===== src/rtl/arinc_fifo_param.sv =====
// rtl/arinc_fifo_param.sv - Parametrised ARINC429 word FIFO with thresholds, sticky errors and flush
//
// Synchronous FIFO buffering ARINC429 words between the receive deserialiser and
// the host/transmit side. Optional first-word-fall-through read mode is enabled
// by defining the macro FIFO_FWFT_EN; the default build is the standard
// registered-read FIFO with one clock of read latency.
//
// Parameters:
//   DATA_W     word width in bits
//   ADDR_W     address bits, DEPTH = 2**ADDR_W
//   AF_THRESH  almost_full when count >= AF_THRESH
//   AE_THRESH  almost_empty when count <= AE_THRESH
//
// Ports:
//   clk           system clock, rising edge
//   rst           asynchronous reset, active-low
//   clr           synchronous flush, active-high, overrides wr_en/rd_en
//   din           write data
//   wr_en         write request
//   rd_en         read request (acknowledge of the presented word in FWFT mode)
//   dout          read data
//   dout_valid    standard: pulses the cycle after a read; FWFT: ~empty
//   full          count == DEPTH
//   almost_full   count >= AF_THRESH
//   empty         count == 0
//   almost_empty  count <= AE_THRESH
//   count         words stored, 0..DEPTH
//   overflow      sticky: write attempted while full
//   underflow     sticky: read attempted while empty

module arinc_fifo_param #(
    parameter int DATA_W    = 32,
    parameter int ADDR_W    = 4,
    parameter int AF_THRESH = 14,
    parameter int AE_THRESH = 2
) (
    input  logic              clk,
    input  logic              rst,
    input  logic              clr,
    input  logic [DATA_W-1:0] din,
    input  logic              wr_en,
    input  logic              rd_en,
    output logic [DATA_W-1:0] dout,
    output logic              dout_valid,
    output logic              full,
    output logic              almost_full,
    output logic              empty,
    output logic              almost_empty,
    output logic [ADDR_W:0]   count,
    output logic              overflow,
    output logic              underflow
);

    localparam int              DEPTH   = 1 << ADDR_W;
    localparam logic [ADDR_W:0] DEPTH_C = DEPTH[ADDR_W:0];
    localparam logic [ADDR_W:0] AF_C    = AF_THRESH[ADDR_W:0];
    localparam logic [ADDR_W:0] AE_C    = AE_THRESH[ADDR_W:0];
    localparam logic [ADDR_W:0] CNT_ONE = {{ADDR_W{1'b0}}, 1'b1};
    localparam logic [ADDR_W-1:0] PTR_ONE = {{(ADDR_W-1){1'b0}}, 1'b1};

    generate
        if (!(AE_THRESH < AF_THRESH && AF_THRESH <= DEPTH)) begin : g_bad_thresh
            $error("arinc_fifo_param: thresholds must satisfy AE_THRESH < AF_THRESH <= DEPTH");
        end
    endgenerate

    logic [DATA_W-1:0] mem [DEPTH];
    logic [ADDR_W-1:0] wr_ptr;
    logic [ADDR_W-1:0] rd_ptr;
    logic              wr_acc;
    logic              rd_acc;
    logic [ADDR_W:0]   count_nxt;

    // Acceptance is judged on the registered (pre-edge) flags, so a full FIFO
    // never passes a write straight through to a simultaneous read.
    always_comb begin
        wr_acc    = wr_en & ~full;
        rd_acc    = rd_en & ~empty;
        count_nxt = count;
        case ({wr_acc, rd_acc})
            2'b10:   count_nxt = count + CNT_ONE;
            2'b01:   count_nxt = count - CNT_ONE;
            default: count_nxt = count;
        endcase
    end

    always_ff @(posedge clk or negedge rst) begin
        if (!rst) begin
            wr_ptr       <= '0;
            rd_ptr       <= '0;
            count        <= '0;
            full         <= 1'b0;
            almost_full  <= 1'b0;
            empty        <= 1'b1;
            almost_empty <= 1'b1;
            overflow     <= 1'b0;
            underflow    <= 1'b0;
        end else if (clr) begin
            wr_ptr       <= '0;
            rd_ptr       <= '0;
            count        <= '0;
            full         <= 1'b0;
            almost_full  <= 1'b0;
            empty        <= 1'b1;
            almost_empty <= 1'b1;
            overflow     <= 1'b0;
            underflow    <= 1'b0;
        end else begin
            if (wr_acc) wr_ptr <= wr_ptr + PTR_ONE;
            if (rd_acc) rd_ptr <= rd_ptr + PTR_ONE;
            count        <= count_nxt;
            // Flags come from the next count so they line up with count itself.
            full         <= (count_nxt == DEPTH_C);
            almost_full  <= (count_nxt >= AF_C);
            empty        <= (count_nxt == '0);
            almost_empty <= (count_nxt <= AE_C);
            overflow     <= overflow  | (wr_en & full);
            underflow    <= underflow | (rd_en & empty);
        end
    end

    // Storage is deliberately not reset; stale words are unreachable once the
    // pointers and count are cleared.
    always_ff @(posedge clk) begin
        if (rst && !clr && wr_acc) begin
            mem[wr_ptr] <= din;
        end
    end

`ifdef FIFO_FWFT_EN
    // Head word is presented combinationally; forced to zero while empty so
    // the output never shows stale storage.
    assign dout       = empty ? '0 : mem[rd_ptr];
    assign dout_valid = ~empty;
`else
    always_ff @(posedge clk or negedge rst) begin
        if (!rst) begin
            dout       <= '0;
            dout_valid <= 1'b0;
        end else if (clr) begin
            dout       <= '0;
            dout_valid <= 1'b0;
        end else begin
            dout_valid <= rd_acc;
            if (rd_acc) dout <= mem[rd_ptr];
        end
    end
`endif

endmodule


===== config.mk =====
export PLATFORM = sky130hd
export DESIGN_NAME = arinc_fifo_param
export DESIGN_NICKNAME = d
export VERILOG_FILES = /design/src/rtl/arinc_fifo_param.sv
export SDC_FILE = /design/constraint.sdc
export NUM_CORES = 1
export LEC_CHECK = 0
export CORE_MARGIN = 2
export CORE_UTILIZATION = 35
export DETAILED_ROUTE_END_ITERATION = 8
export SLEW_MARGIN = 20
export SYNTH_ARGS = -nofsm -noshare
export SYNTH_HDL_FRONTEND = slang
export SYNTH_SLANG_ARGS = --single-unit

===== constraint.sdc =====
create_clock -name clk -period 6.5 [get_ports clk]
set_input_delay 1.3 -clock clk [delete_from_list [all_inputs] [get_ports clk]]
set_output_delay 1.3 -clock clk [all_outputs]
set_load 0.1 [all_outputs]

[Word level (Yosys, flattened, before mapping)]
Memory sizes are Yosys's and may differ from the RTL's.
Cells that the tools add are included.
Word-level totals
  input bits: 37
  word-level logic and storage cells: 52
  output and inout port bits: 44
  memories: 1
  register bits after elaboration: 52
  bits in writable memories: 512
Memories
  mem: words 16, bits a word 32, rd ports 1, clocked after memory_dff 0, write ports 1, line 67  | logic [DATA_W-1:0] mem [DEPTH];
Cells by class
  reductions and logical operators: 6
  $add $sub $neg: 4
  equality and inequality tests: 3
  $lt $le $gt $ge: 2
  bitwise gates (word level): 8
  muxes and demuxes: 17
Operators by type and width (count)
  32-bit two-way mux: 2
  4-bit two-way mux: 4
  5-bit one-hot mux with 2 select lines: 1
  1-bit two-way mux: 9
  4-bit by 1-bit adder with 4-bit output, second input constant: 2
  5-bit by 1-bit adder with 5-bit output, second input constant: 1
  5-bit equality test, second input constant: 1
  5-bit by 4-bit greater-or-equal comparator with 1-bit output, second input constant: 1
  5-bit by 2-bit <= comparator with 1-bit output, second input constant: 1
  5-bit zero test: 1
  5-bit two-way mux: 1
  5-bit by 1-bit subtractor with 5-bit output, second input constant: 1
  1-bit AND: 4
  2-bit nonzero test: 2
  2-bit by 1-bit equality test with 1-bit output, second input constant: 1
  2-bit equality test, second input constant: 1
  1-bit logical AND: 2
  1-bit inverter: 2
  1-bit bitwise OR: 2
  1-bit zero test: 1

[Longest topological paths before layout]
  depth in word-level cells: 6
  gate-level depth with buffers: 11
  depth with buffers taken out: 10

[Worst setup path before layout]
Ideal clock, no wire load.
  kind: input-to-reg
  start point: in wr_en
  end point: mem mem[1][0], enable pin
  buffers on the path: 1
  cell stages on the path: 5
  arrival time: 4.123 ns
  library setup time: 0.461 ns
  path slack: 1.916 ns
  path through: nor2b_1 > buf_2 > and3_1 > nand2_1 > nor3_1
On the way
  cells in the longest elaborated chain, start to end: 4
Ends and longest elaborated chain
  from (decl): line 41  | input logic wr_en,
  1-bit AND: line 77  | wr_acc = wr_en & ~full;
  1-bit logical AND: line 125  | if (rst && !clr && wr_acc) begin
  1-bit two-way mux: line 125
  1-bit two-way mux (implied by the code): line 126  | mem[wr_ptr] <= din;
  to (decl): line 67
Every way passes these cells.

[Worst setup path after layout]
  start point: in wr_en
  end point: mem mem[13][17], enable pin
Same word-level chain as after synthesis.

==> impl_metrics.toml <==
[run_status]
status = "finished, final reports clean"

[timing]
fmax_mhz = 253
tns_ns = 0
hold_viol_final = 0
min_period_over_period = 0.608
slew_viol_final = 0
layout_min_cycle_time_ns = 3.95
worstMarginPinSlew_ns = 1.16
setup_viol = 0
fin_hold_ws_ns = 0.499
maxSlewHeadroom = 0.227
fin_skew_ns = 0.0165
rsz0062_at_grt = "no"

[clock_tree]
cts-htree-levels = 2
cts.sinks = 564
cts-root-buf = "clkbuf_16"
cts.repair.resized = 0
cts_setup_buffers = 0
cts_buffers = 57
clkLatencyLatePin_ns = 0.61
path_clk_slew_ns = 0.06
cts_tree = "done"
cts_hold_buf = 0
cts_max_path_buffers = 3

[power]
ir_drop_v = 0.000216
p_leak_nw = 7.84
power_density_mw_per_mm2 = 340

[route]
drc_errors = 0
via_count = 9713
wirelength_um = 45300
drt_pass1_iterations = 5
via_per_inst = 5.24
wl_per_cell_um = 24.4
ant_nets = 0
drtIter0Drc = 928

[run]
max_cap_viol_count = 0

[setup_path]
cp-end-kind = "register"
crit_arrival_ns = 4.25
crit_chain = "clkdlybuf4s50_1, nor2b_1, and3_1, nand2_1, nor2_4, buf_4"
max_stage_delay_ns = 0.88
crit_family = "simple AND/OR/NAND/NOR gates"
start_kind = "primary input"
crit_type = "in -> reg"
path_max_fanout = 22
worstPathRequired_ns = 6.80
cp_slowest_cell = "nor2_4"
cp_num_buf_inv = 2

[logic_synthesis]
synth_common_cells = "512 x edfxtp_1, 160 x mux4_2, 50 x dfrtp_1"
synth_largest_area_cell = "edfxtp_1"
yosys.cell_types.count = 39
synth_nets = 956
synthesis.area_sq_mm = 0.0215
synth-main-ff-cell = "edfxtp_1"
syn_inst = 912
yosys-top-cells-area = "edfxtp_1 72%, mux4_2 17%, dfrtp_1 5.8%"
yosysWarnings = 0
synth_top_area_share = 0.715
yosysMostFrequentCell = "edfxtp_1"
synth_edf_count = 512
ys_ff_latch = 564
synth.avg_cell_area_sq_um = 23.6
seq_area_frac_synth = 0.776
async_flop_share = 0.0922

[finish]
nets = 1070
final_layout_size_suffix_gt1_frac = 0.272
areaGrowthSynthToFinish_pct = 17.3
num_antenna_cells = 0

[global_route]
antenna_found_initial = 0
grt_pass1_vias = 10184
grtUsageTotal = 0.146
grt_pass1_wl_um = 68800
grt_max_degree = 54
grt-ovfl-total = 0

[placement]
routabilityCongestion = 0.735
portBuffers = 80
dp_hpwl_um = 25100

[worst_hold_path]
min-delay-path-class = "reg -> reg"

[die]
ioPinCount = 81
fp-row-count = 90
initial_core_util = 0.355
die_w_um = 252
core_area_sq_mm = 0.0606
fp.dieH_um = 252
fp.dieArea_sq_mm = 0.0634
path summary, 6_finish.rpt:
path | from | endpoint | slack [ns] | cells after the start
max in group asynchronous | rst | rd_ptr[0] | 4.93 | 2
hold / removal | overflow | overflow | 0.50 | 2
min in group asynchronous | rst | count[0] | 0.95 | 2
setup / recovery | wr_en | mem[13][17] | 2.55 | 6
setup reg to reg | full | mem[13][17] | 3.34 | 5
hold reg to reg | overflow | overflow | 0.50 | 2
placed cells by master, fill, tap and decap left out, types with 5 or more instances in the layout:
cell and n:
dfrtp_1 46, clkbuf_16 59, edfxtp_1 512, nand2_1 14, clkbuf_1 14, mux4_2 160
ha_1 7, a22o_1 32, clkinv_1 12, nor2_1 13, a21oi_1 9, bufinv_16 5
nor2_4 14, xor2_1 5, buf_4 20, clkdlybuf4s50_1 79, clkinv_2 11
flip-flops by register name, indices dropped and copies added, names as in the netlist, 4 cells and up:
| signal | cells |
|---|---|
| wr_ptr | 4 |
| mem | 512 |
| rd_ptr | 4 |
| count | 5 |
| dout | 32 |
logic make-up after synthesis:
group                    Yosys count  share of synthesized area
adder cells (fa/ha/maj)            7                    0.00407
AND/OR/NAND/NOR                   60                     0.0128
flip-flops                       564                      0.776
buffers and inverters             55                     0.0142
multiplexers                     163                      0.169
XOR/XNOR                           8                    0.00326
AO/OA/AOI/OAI                     55                     0.0207
tightest hold or removal path: stages (launching register included):
cell and delay, ns:
dfrtp_1 0.34, a21oi_1 0.04, nor2_1 0.07
per-stage QoR:
stage	power [W]	util	cells	cell area, sq um	setup slack, ns
finish	0.00858	0.416	1854	25200	2.55
global route	0.00889	0.416	1854	25200	2.29
CTS	0.00867	0.415	1851	25100	2.58
detailed placement	0.00547	0.385	1746	23300	1.95
global placement	0.00547	0.384	1744	23300	2.06
floorplan	0.00514	-	912	21500	1.92
power breakdown:
group	leakage [nW]	internal (W)	switching, W
clock	0.894	0.00185	0.00135
sequential	5.30	0.00403	0.0000790
combinational	1.64	0.000497	0.000771
metal layers:
metal	wire length, um	vias up	GRT usage	part of all wire
met1	20300	5223	0.212	0.45
met5	0	-	0	0
met4	729	0	0.0367	0.016
met3	3160	56	0.0365	0.070
li1	-	4129	-	-
met2	21100	305	0.223	0.47
area by class of cell:
cell class | count | area (sq um)
Sequential cell | 564 | 16700
Fill cell | 5219 | 35400
Multi-Input combinational cell | 293 | 4640
Inverter | 5 | 18.8
Tap cell | 782 | 978
Clock buffer | 73 | 1530
Timing Repair Buffer | 105 | 1080
Clock inverter | 32 | 285
(Power assumes the default switching activity.)
